**src/rtl/guitar_pkg.sv**
```systemverilog
// Shared guitar note definitions: note codes, open-string note frequencies and nominal periods.
package guitar_pkg;

    typedef enum logic [2:0] {
        NOTE_A = 3'd0,
        NOTE_B = 3'd1,
        NOTE_C = 3'd2,
        NOTE_D = 3'd3,
        NOTE_E = 3'd4,
        NOTE_F = 3'd5,
        NOTE_G = 3'd6
    } note_t;

    localparam int CLK_MHZ_DEF = 25;
    localparam int NUM_NOTES   = 7;

    localparam int HZ_A = 220;
    localparam int HZ_B = 247;
    localparam int HZ_C = 261;
    localparam int HZ_D = 294;
    localparam int HZ_E = 330;
    localparam int HZ_F = 349;
    localparam int HZ_G = 392;

    function automatic int note_hz(input int n);
        case (n)
            0:       return HZ_A;
            1:       return HZ_B;
            2:       return HZ_C;
            3:       return HZ_D;
            4:       return HZ_E;
            5:       return HZ_F;
            default: return HZ_G;
        endcase
    endfunction

    // Full period of a square wave whose half period is rounded down then padded by one cycle.
    function automatic int nominal_period(input int clk_mhz, input int n);
        int h;
        h = (clk_mhz * 1000000) / note_hz(n) / 2;
        return 2 * (h + 1);
    endfunction

endpackage

```
**src/rtl/edge_sync.sv**
```systemverilog
// Synchronizes wave_in, optionally deglitches it (PITCH_DECODER_GLITCH_FILTER_EN), flags rising edges.
// Latency: 2 cycles to the rise pulse (+4 with the filter); backpressure: none, free-running.
module edge_sync (
    input  logic clk,
    input  logic rst,
    input  logic din,
    output logic rise
);
    logic s1;
    logic s2;
    logic lvl;
    logic lvl_d;

`ifdef PITCH_DECODER_GLITCH_FILTER_EN
    logic [1:0] stable_cnt;

    // lvl follows s2 only after s2 has disagreed with it for 4 consecutive cycles.
    always_ff @(posedge clk or posedge rst) begin
        if (rst) begin
            lvl        <= 1'b0;
            stable_cnt <= 2'd0;
        end else if (s2 == lvl) begin
            stable_cnt <= 2'd0;
        end else if (stable_cnt == 2'd3) begin
            lvl        <= s2;
            stable_cnt <= 2'd0;
        end else begin
            stable_cnt <= stable_cnt + 2'd1;
        end
    end
`else
    assign lvl = s2;
`endif

    always_ff @(posedge clk or posedge rst) begin
        if (rst) begin
            s1    <= 1'b0;
            s2    <= 1'b0;
            lvl_d <= 1'b0;
        end else begin
            s1    <= din;
            s2    <= s1;
            lvl_d <= lvl;
        end
    end

    assign rise = lvl & ~lvl_d;

endmodule

```
**src/rtl/pitch_decoder.sv**
```systemverilog
// Measures rising-to-rising periods of wave_in and locks onto notes A..G (filter: PITCH_DECODER_GLITCH_FILTER_EN).
// Latency: edge to period capture 3 cycles (+4 with filter); capture to note_valid/note_strobe 1 cycle.
// Backpressure: none; free-running, outputs are levels plus a one-cycle strobe.
module pitch_decoder
    import guitar_pkg::*;
#(
    parameter int CLK_MHZ     = CLK_MHZ_DEF,
    parameter int TOL         = 512,
    parameter int MATCH_COUNT = 3,
    parameter int TIMEOUT     = 131072
) (
    input  logic        clk,
    input  logic        reset,
    input  logic        wave_in,
    output logic [2:0]  note,
    output logic        note_valid,
    output logic        note_strobe,
    output logic [19:0] period
);
    typedef enum logic [1:0] {ST_IDLE, ST_MEASURE, ST_LOCKED} state_t;

    localparam logic [19:0] CNT_MAX = '1;
    localparam logic [19:0] TO_LAST = 20'(TIMEOUT - 1);
    localparam logic [2:0]  MC      = 3'(MATCH_COUNT);

    logic        rise;
    logic [19:0] cnt;
    logic        cap;
    state_t      state;
    note_t       last_note;
    logic [2:0]  mcnt;
    logic [2:0]  mcnt_nxt;
    logic        hit;
    note_t       hit_note;
    int          diff;

    edge_sync u_sync (
        .clk  (clk),
        .rst  (reset),
        .din  (wave_in),
        .rise (rise)
    );

    // Descending scan so the lowest matching code is the one left standing.
    always_comb begin
        hit      = 1'b0;
        hit_note = NOTE_A;
        diff     = 0;
        for (int n = NUM_NOTES - 1; n >= 0; n--) begin
            diff = int'(period) - nominal_period(CLK_MHZ, n);
            if (diff <= TOL && diff >= -TOL) begin
                hit      = 1'b1;
                hit_note = note_t'(3'(n));
            end
        end
    end

    always_comb begin
        mcnt_nxt = 3'd0;
        if (hit) begin
            mcnt_nxt = (mcnt != 3'd0 && hit_note == last_note) ? mcnt + 3'd1 : 3'd1;
        end
    end

    // The captured period is registered first and classified one cycle later.
    always_ff @(posedge clk or posedge reset) begin
        if (reset) begin
            state       <= ST_IDLE;
            cnt         <= 20'd0;
            cap         <= 1'b0;
            period      <= 20'd0;
            mcnt        <= 3'd0;
            last_note   <= NOTE_A;
            note        <= 3'd0;
            note_valid  <= 1'b0;
            note_strobe <= 1'b0;
        end else begin
            note_strobe <= 1'b0;
            cap         <= 1'b0;
            cnt         <= (cnt == CNT_MAX) ? cnt : cnt + 20'd1;

            if (rise) begin
                cnt <= 20'd0;
                if (state == ST_IDLE) begin
                    state <= ST_MEASURE;
                end else begin
                    period <= (cnt == CNT_MAX) ? CNT_MAX : cnt + 20'd1;
                    cap    <= 1'b1;
                end
            end else if (cnt == TO_LAST) begin
                state      <= ST_IDLE;
                note_valid <= 1'b0;
                mcnt       <= 3'd0;
            end

            if (cap && !(state == ST_LOCKED && hit && hit_note == note)) begin
                mcnt      <= mcnt_nxt;
                last_note <= hit_note;
                if (mcnt_nxt >= MC) begin
                    state       <= ST_LOCKED;
                    note        <= hit_note;
                    note_valid  <= 1'b1;
                    note_strobe <= 1'b1;
                end else begin
                    state      <= ST_MEASURE;
                    note_valid <= 1'b0;
                end
            end
        end
    end

endmodule

```
**config.mk**
```make
export PLATFORM = sky130hd
export DESIGN_NAME = pitch_decoder
export DESIGN_NICKNAME = d
export VERILOG_FILES = /design/src/rtl/guitar_pkg.sv /design/src/rtl/edge_sync.sv /design/src/rtl/pitch_decoder.sv
export SDC_FILE = /design/constraint.sdc
export NUM_CORES = 1
export LEC_CHECK = 0
export CAP_MARGIN = 20
export CORE_MARGIN = 3
export CORE_UTILIZATION = 30
export CTS_CLUSTER_SIZE = 14
export DETAILED_ROUTE_END_ITERATION = 10
export PLACE_DENSITY = 0.56
export SLEW_MARGIN = 10
export SYNTH_ARGS = -nofsm -noshare
export SYNTH_HDL_FRONTEND = slang
export SYNTH_SLANG_ARGS = --single-unit
```
**constraint.sdc**
```tcl
create_clock -name clk -period 8.73 [get_ports clk]
set_input_delay 1.3095 -clock clk [delete_from_list [all_inputs] [get_ports clk]]
set_output_delay 1.3095 -clock clk [all_outputs]
set_load 0.02 [all_outputs]
```
# Word-level counts from Yosys, hierarchy flattened
# Index checks and enable logic that the tools add are counted.
dict set report totals {
  in_bits 3
  out_inout_bits 25
  reg_bits 57
  elab_cells 101
}
dict set report classes {
  magnitude_cmp 15
  eq_ne 8
  n_bitwise 3
  muxes 34
  n_addsub 9
  n_reduce_logical 20
}
# operator n
set ops {}
lappend ops {{$ge 21x10->1 const B} 7}
lappend ops {{$le 21x11->1 const B} 7}
lappend ops {{$sub 20x17->21 const B} 6}
lappend ops {{$mux 20} 3}
lappend ops {{$mux 3} 12}
lappend ops {{$sub 20x16->21 const B} 1}
lappend ops {{$add 20x1->20 const B} 1}
lappend ops {{$eq 20x17->1 const B} 1}
lappend ops {{$eq 20x20->1 const B} 1}
lappend ops {{$mux 1} 14}
lappend ops {{$logic_and 1x1->1} 11}
lappend ops {{$mux 2} 5}
lappend ops {{$reduce_and 2->1} 4}
lappend ops {{$eq 3x3->1} 2}
lappend ops {{$reduce_bool 3->1} 2}
lappend ops {{$add 3x1->3 const B} 1}
lappend ops {{$ge 3x2->1 const B} 1}
lappend ops {{$ne 3x1->1 const B} 1}
lappend ops {{$eq 2x2->1 const B} 1}
lappend ops {{$logic_not 2->1} 1}
lappend ops {{$ne 2x1->1 const B} 1}
lappend ops {{$ne 2x2->1 const B} 1}
lappend ops {{$not 1->1} 2}
lappend ops {{$reduce_bool 2->1} 1}
lappend ops {{2 further kinds} 2}

# Logic depth before layout (Yosys ltp)
# Gate-level depths: netlist of the first run.
dict set report depth {
  ltp_word 17
  depth_mapped 17
  depth_no_buf 13
}

# By module
# From an unflattened synthesis of the first run, not the netlist that was laid out.
dict set report hier_totals {
  cells_unflattened 755
  area_unflattened_um2 5751.8
}
# mod instances seq_area_each_um2 cells_per_inst area_each_um2
set by_module_without_submodules {}
lappend by_module_without_submodules {pitch_decoder 1 1351.3 750 5659.2}
lappend by_module_without_submodules {edge_sync 1 75.1 5 92.6}

# Worst setup path after synthesis of the first run
# OpenSTA, ideal clock, no wires.
dict set report synth_path {
  kind {register to register}
  start {register period[6]}
  end {register note[1]}
  setup_time_ns 0.125
  path_buffers 3
  path_slack_ns 4.614
  arrival_ns 3.991
  stages_incl_launch_ff 17
  period_less_slack_ns 4.116
  required_time_ns 8.605
  cell_sequence {dfrtp_1 > buf_6 > buf_6 > inv_1 > ha_1 > clkbuf_2 > o21ai_0 > o21ai_1 > nor2_1 > or4_1 > nor4_1 > a41oi_1 > nand3_2 > xor2_1 > or3_1 > nor4_4 > mux2_4}
}
dict set report synth_between {
  elab_chain_cells 16
  elab_cells_between_ends 53
  classes_between {add/sub: 7; order compare: 15; eq/ne: 2; mux: 16; reduce/logical: 13}
}
# element line
set synth_rtl {}
lappend synth_rtl {{from (decl)} pitch_decoder.sv:18} ;# output logic [19:0] period
lappend synth_rtl {{from (signal assigned)} pitch_decoder.sv:87} ;# period <= (cnt == CNT_MAX) ? CNT_MAX : cnt + 20'd1;
lappend synth_rtl {{$sub 20x16->21} pitch_decoder.sv:50} ;# diff = int'(period) - nominal_period(CLK_MHZ, n);
lappend synth_rtl {{$le 21x11->1 or $ge 21x10->1 (tied branches)} pitch_decoder.sv:51} ;# if (diff <= TOL && diff >= -TOL) begin
lappend synth_rtl {{$logic_and 1x1->1} pitch_decoder.sv:51}
lappend synth_rtl {{$mux 3 (7 in series)} pitch_decoder.sv:51}
lappend synth_rtl {{$eq 3x3->1} pitch_decoder.sv:61} ;# mcnt_nxt = (mcnt != 3'd0 && hit_note == last_note) ? mcnt + 3'd1 : 3'd1;
lappend synth_rtl {{$logic_and 1x1->1} pitch_decoder.sv:61}
lappend synth_rtl {{$mux 3} pitch_decoder.sv:61}
lappend synth_rtl {{$mux 3} pitch_decoder.sv:60} ;# if (hit) begin
lappend synth_rtl {{$ge 3x2->1} pitch_decoder.sv:99} ;# if (mcnt_nxt >= MC) begin
lappend synth_rtl {{$reduce_and 2->1 (no line)} -}
lappend synth_rtl {{to (signal assigned)} pitch_decoder.sv:101} ;# note <= hit_note;
lappend synth_rtl {{to (decl)} pitch_decoder.sv:15} ;# output logic [2:0] note,
# Several ways; a longest one is shown, not always the timed one.
# A chain may end at the register's enable or synchronous reset.

# Worst setup path in the final report of the first run
dict set report layout_path {
  start {register period[10]}
  end {register note[0]}
}
# The elaborated chain is that of the path after synthesis.

==> results by group, run 1 <==
Job
  – Max-cap viol count: 0

Run status
  – Status: completed

Placement
  – Port bufs: 27
  – RD Place Congestion: 0.912
  – Post-DP Area: 0.00603 sq mm
  – Dpl hpwl: between 10000 and 15000 microns

Worst setup path
  – Worst reg2reg path startpoint: period[10]
  – Crit Path Category: reg2reg
  – Worst Path Required: 8.95 ns
  – Critical-path top delay cell: dfrtp_1
  – Startpoint class of the critical path: flop
  – Crit Path Max Fanout: 30
  – Crit path cell chain: nand4_1 > o31ai_1 > a21boi_0 > xnor2_1 > nor4b_1 > or4b_1 > nand4_2 > xor2_1 > or3_1 > nor4_4 > mux2_4
  – R2R Setup Slk: 3.87 ns
  – Crit end category: flop
  – Critical Path Max Stage Delay: 1.03 ns
  – CP Data Arrival Time: 5.08 ns
  – Reg2reg path depth: 11
  – RR Endpoint: note[0]

Floorplanning
  – Die Ht: 144 microns
  – Die width: 144 microns
  – Num rows: 49
  – Die footprint: 0.0208 sq mm
  – Initial Utilization: a little under a third
  – Number of I/O pins: 28
  – Area of the core: about 0.018 sq mm

Timing
  – # setup viols final: 0
  – Fmax achieved: 0.206 GHz
  – Fin. max-slew vios: 0
  – Final min period: 4.86 ns
  – Setup_tns: 0 ns
  – Period utilisation layout: around 56%
  – Worst rel slew slack: 30.0%
  – Clk_skew: roughly 0.0058 ns
  – Least-Margin Pin Slew: 1.05 ns
  – RSZ-0062 raised after global routing: false
  – Final hold vios: 0

Detailed routing
  – Routed wire length: 18000 microns
  – DRC errors left: 0
  – DRT iter0 DRCs: 599
  – Mean routed wirelength per cell: between 15 and 20 microns
  – Via count: around 5500
  – Vias per Instance: 5.81
  – Post-route ant nets: 0
  – DRT Pass-1 Iters: 5

Global route
  – GRT Resource Usage Total: 17.6%
  – Number of global-route vias before repair: 5301
  – Grt total ovfl: 0
  – Global-route wire length before repair: 29400 microns
  – Initial antenna violation count: 0
  – Largest net degree at the start of global routing: 58

Hold path
  – Worst Hold Depth: 0
  – Hold path start: u_sync.s1
  – Min-delay worst type: reg2reg
  – Worst hold endpoint: u_sync.lvl

Yosys
  – Number of synthesized register bits: 57
  – Most used DFF post-synth: dfrtp_1
  – Cell Area, Synth: 0.00574 sq mm
  – Average size of a mapped cell: between 7 and 8 sq um
  – Async SR Flop Fraction: between 90% and 100%
  – Yosys warning count: 0
  – Seq/Total Area, Yosys: roughly a quarter
  – EDFF count, synth: 0
  – Post-synth net total: 746
  – Cells after Synth: 735
  – Yosys cell types: slightly below 90

Clocking
  – H-tree depth: 3
  – Clock sinks: 57
  – # Post-CTS Setup Buffers: 0
  – Number of buffers created by CTS: 9
  – Root buffer cell: clkbuf_16
  – Post-CTS Hold Fix Bufs: 0
  – Clk_lat worst skew: 0.33 ns
  – CTS tree: yes
  – Clock buffer depth: 2
  – Clock-pin transition on the worst setup and hold timing paths: 0.05 ns
  – # resized after CTS: 0

Finish
  – Ratio of cells with drive above 1 in the final layout: 8.97%
  – Fin area: around 0.0064 sq mm
  – Diode count: 0
  – Commonest non-fill, non-tap cells in the layout: nor2_1 (70), nand2_1 (66), dfrtp_1 (57)
  – Commonest non-fill, non-tap cell in the layout: nor2_1
  – Area growth from synthesis to layout: 10.7%
  – Layout net count: 731
  – # fillers: 1943

Power and ir drop
  – LEAKAGE: 2.50 nW
  – PD cells: around 130 mW/mm^2
  – Peak VDD IR: 141 uV
==> where the power goes <==
group,switching [mW],internal (mW)
logic,0.0769,0.0533
clock network,0.117,0.265
registers,0.0519,0.282
==> stage by stage <==
stage	hold WS, ns	power, mW	instances	setup WS (ns)	util, %
detailed placement	0.340	0.468	938	3.96	32.8
floorplan	0.331	0.423	735	4.61	-
finish	0.350	0.847	954	3.87	34.5
global placement	0.333	0.468	938	4.06	32.8
CTS	0.352	0.858	954	3.94	34.5
global route	0.358	0.885	954	3.42	34.5
==> cells in the mapped netlist, types with 13 or more instances <==
library cell,instances,area [sq um]
and3_1,17,106
nor4_1,13,81.3
inv_1,18,67.6
nand2_1,66,248
a21oi_1,34,170
xnor2_1,39,342
o21ai_0,50,250
clkbuf_1,25,93.8
xor2_1,16,140
a31oi_1,15,93.8
dfrtp_1,57,1430
nor2_1,70,263
nor3_1,25,125
nand3_1,29,145
nand4_1,14,87.6
buf_2,22,110
==> per-layer routing <==
metal	share of wire, %	vias up	track usage, %
met5	0	-	0
met4	3.4	0	7.41
met3	5.6	35	2.98
met2	46	202	27.4
met1	45	2620	24.2
li1	-	2683	-
==> cell type report <==
class	count	area, sq um	area share [%]
inverter	20	75.1	1.18
sequential	57	1430	22.5
tap	229	287	4.51
clock inverter	2	60.1	0.945
clock buffer	14	264	4.16
multi-input combinational	592	3870	61.0
timing repair buffer	40	368	5.79
==> worst max-delay path by stage <==
stage	from	to	slack, ns
after detailed placement	period[10]	note[0]	3.96
after global routing	period[10]	note[0]	3.42
after CTS	period[10]	note[0]	3.94
final	period[10]	note[0]	3.87
after floorplan	period[6]	note[1]	4.61
after global placement	period[10]	note[0]	4.06
==> registers in the layout, indices dropped and copies added, names as in the netlist, 2 cells and up <==
| register | count |
|---|---|
| state | 2 |
| cnt | 20 |
| period | 20 |
| note | 3 |
| last_note | 3 |
| mcnt | 3 |
==> cells by family (layout without fill, tap and decap cells) <==
family	count (synthesis)	in the layout	synth area share, %
xor+xnor	56	56	8.67
simple gates	301	301	27.9
mux	14	14	2.72
fa+ha+maj	8	8	1.74
buf+inv	86	76	7.76
flops	57	57	24.8
compound gates	213	213	26.3
==> worst max-delay path: cells and delay by family, from the launching register on <==
family / cells / cell delay (ns)
xor+xnor: 2 / 0.26
compound gates: 2 / 0.80
flops: 1 / 1.03
mux: 1 / 0.34
simple gates: 6 / 2.32
Note: power is estimated with default switching activity, not from simulation.
==> inputs of run 2 (changes only) <==
Clock period 8.73 ns to 5.04 ns, I/O delays scaled along.
==> results by group, run 2 (synthesized netlist as in run 1, its figures left out) <==
Timing
  – RSZ-0062 raised after global routing: false
  – Clk_skew: 0.00630 ns (+0.000516 ns)
  – Least-Margin Pin Slew: 0.765 ns (-0.285 ns)
  – Final hold vios: 0 (unchanged)
  – Worst rel slew slack: 48.3% (+18 points)
  – Period utilisation layout: 89.9% (+34 points)
  – Final min period: 4.53 ns (-0.331 ns)
  – Setup_tns: 0 ns (unchanged)
  – Fmax achieved: 0.221 GHz (+7.3%)
  – # setup viols final: 0 (unchanged)
  – Fin. max-slew vios: 0 (unchanged)

Floorplanning
  – Area of the core: 0.0184 sq mm (unchanged)
  – Initial Utilization: 31.2% (unchanged)
  – Num rows: 49 (unchanged)
  – Number of I/O pins: 28 (unchanged)
  – Die Ht: 144 microns (unchanged)
  – Die footprint: 0.0208 sq mm (unchanged)
  – Die width: 144 microns (unchanged)

Clocking
  – Post-CTS Hold Fix Bufs: 0 (unchanged)
  – Root buffer cell: clkbuf_16
  – Clock buffer depth: 2 (unchanged)
  – # resized after CTS: 0 (unchanged)
  – # Post-CTS Setup Buffers: 0 (unchanged)
  – Clock sinks: 57 (unchanged)
  – Clock-pin transition on the worst setup and hold timing paths: 0.05 ns (about the same)
  – CTS tree: yes
  – Clk_lat worst skew: 0.33 ns (about the same)
  – Number of buffers created by CTS: 9 (unchanged)
  – H-tree depth: 3 (unchanged)

Finish
  – Ratio of cells with drive above 1 in the final layout: 11.1% (+2.1 points)
  – Non-Filler Instances: 969 (+1.6%)
  – Layout net count: 747 (+2.2%)
  – Commonest non-fill, non-tap cells in the layout: nor2_1 (70), nand2_1 (66), dfrtp_1 (57)
  – Fin util: 35.0% (+0.50 points)
  – Area growth from synthesis to layout: 12.3%
  – Commonest non-fill, non-tap cell in the layout: nor2_1
  – # fillers: 1941 (-0.10%)
  – Diode count: 0 (unchanged)
  – Regs by FF count: cnt: 20 flops, period: 20 flops

Detailed routing
  – DRT iter0 DRCs: 672 (+12%)
  – DRC errors left: 0 (unchanged)
  – DRT Pass-1 Iters: 5 (unchanged)
  – Via count: 5731 (+3.4%)
  – Mean routed wirelength per cell: 19.1 microns (+1.1%)
  – Routed wire length: 18500 microns (+2.7%)
  – Vias per Instance: 5.91 (+1.8%)
  – Post-route ant nets: 0 (unchanged)

Global route
  – Number of global-route vias before repair: 5447 (+2.8%)
  – Global-route wire length before repair: 29900 microns (+1.7%)
  – Largest net degree at the start of global routing: 58 (unchanged)
  – Grt total ovfl: 0 (unchanged)
  – GRT Resource Usage Total: 18.1% (+0.54 points)
  – Initial antenna violation count: 0 (unchanged)

Worst setup path
  – Startpoint class of the critical path: flop
  – Worst reg2reg path startpoint: period[5]
  – CP Data Arrival Time: 4.75 ns (-0.33 ns)
  – Crit end category: flop
  – Worst Path Required: 5.25 ns (-3.70 ns)
  – Buffer and inverter count on the worst path: 0 (unchanged)
  – Crit Path Max Fanout: 16 (-47%)
  – R2R Setup Slk: 0.51 ns (-3.36 ns)
  – Cell count along the critical path: 12 (+1)
  – Reg2reg path depth: 12 (+1)
  – Delay-heaviest family, CP: simple AND/OR/NAND/NOR gates
  – Crit path cell chain: ha_1 > o21ai_0 > o21ai_1 > nor2_1 > or4_1 > nor4_1 > a41oi_1 > nand3_2 > xor2_1 > or3_1 > nor4_4 > mux2_4
  – Critical Path Start: period[5]
  – Crit Path Category: reg2reg
  – Critical Path Max Stage Delay: 0.65 ns (-0.38 ns)
  – Critical-path top delay cell: dfrtp_1

Placement
  – RD Place Congestion: 0.951 (+4.2%)
  – Placed insts: 954 (+1.7%)
  – Port bufs: 27 (unchanged)
  – Dpl hpwl: 13600 microns (+8.8%)

Power and ir drop
  – LEAKAGE: 2.57 nW (+2.9%)
  – PD cells: 219 mW/mm^2 (+64%)
  – Peak VDD IR: 199 uV (+42%)
  – Clock group share of total power: 43.2% (-2.0 points)
  – Comb pwr share: 16.2% (+0.8 points)
  – Internal power: 0.987 mW (+64%)
  – Switch Pwr: 0.424 mW (+72%)
  – Switching Share: 30.0% (+0.97 points)
  – Seq pwr share: 40.7% (+1.2 points)

Job
  – Max-cap viol count: 0 (unchanged)

Run status
  – Status: completed

Hold path
  – Worst Hold Depth: 0 (unchanged)
  – Hold path start: u_sync.s1
  – Min-delay worst type: reg2reg
[run 2: final timing paths]
path	to
worst max-delay path	note[0]
worst min-delay path	u_sync.lvl
worst max register to register	note[0]
worst min register to register	u_sync.lvl
max in group asynchronous	period[0]
min in group asynchronous	state[0]
[run 2: final cells by class]
| type | count | area [sq um] | share of cell area, % |
|---|---|---|---|
| repair buffers | 56 | 488 | 7.57 |
| well taps | 229 | 287 | 4.45 |
| clock inverters | 3 | 40.0 | 0.621 |
| inverters | 20 | 75.1 | 1.16 |
| clock buffers | 12 | 256 | 3.98 |
| multi-input cells | 592 | 3870 | 60.1 |
| flip-flops and latches | 57 | 1430 | 22.1 |
[run 2: power groups by stage]
stage	combinational (mW)	clock, mW	sequential (mW)
6_report	0.228	0.609	0.574
3_3_place_gp	0.228	0	0.583
5_1_grt	0.254	0.650	0.584
3_5_place_dp	0.229	0	0.582
4_1_cts	0.230	0.624	0.573
2_1_floorplan	0.187	0	0.546
[run 2: routing by layer]
layer | up-vias | global-route usage [%] | routed length, microns
met4 | 0 | 7.61 | 612
met2 | 211 | 28.6 | 8560
li1 | 2718 | - | -
met1 | 2754 | 24.6 | 8330
met3 | 48 | 3.14 | 969
met5 | - | 0 | 0
[run 2: stage by stage]
| stage | power, mW | area (sq um) | hold WS [ns] | setup WS [ns] |
|---|---|---|---|---|
| after floorplan | 0.733 | 5740 | 0.331 | 0.924 |
| after global placement | 0.811 | 6150 | 0.336 | 0.673 |
| after detailed placement | 0.811 | 6150 | 0.340 | 0.538 |
| after CTS | 1.43 | 6440 | 0.351 | 0.516 |
| after global routing | 1.49 | 6440 | 0.353 | 0.204 |
| final | 1.41 | 6440 | 0.349 | 0.507 |
[run 2: worst register-to-register path: stages (launching register included)]
cell and delay [ns]:
dfrtp_1 0.65, ha_1 0.40, o21ai_0 0.22, o21ai_1 0.43, nor2_1 0.10, or4_1 0.54, nor4_1 0.24, a41oi_1 0.26
nand3_2 0.19, xor2_1 0.10, or3_1 0.42, nor4_4 0.52, mux2_4 0.34
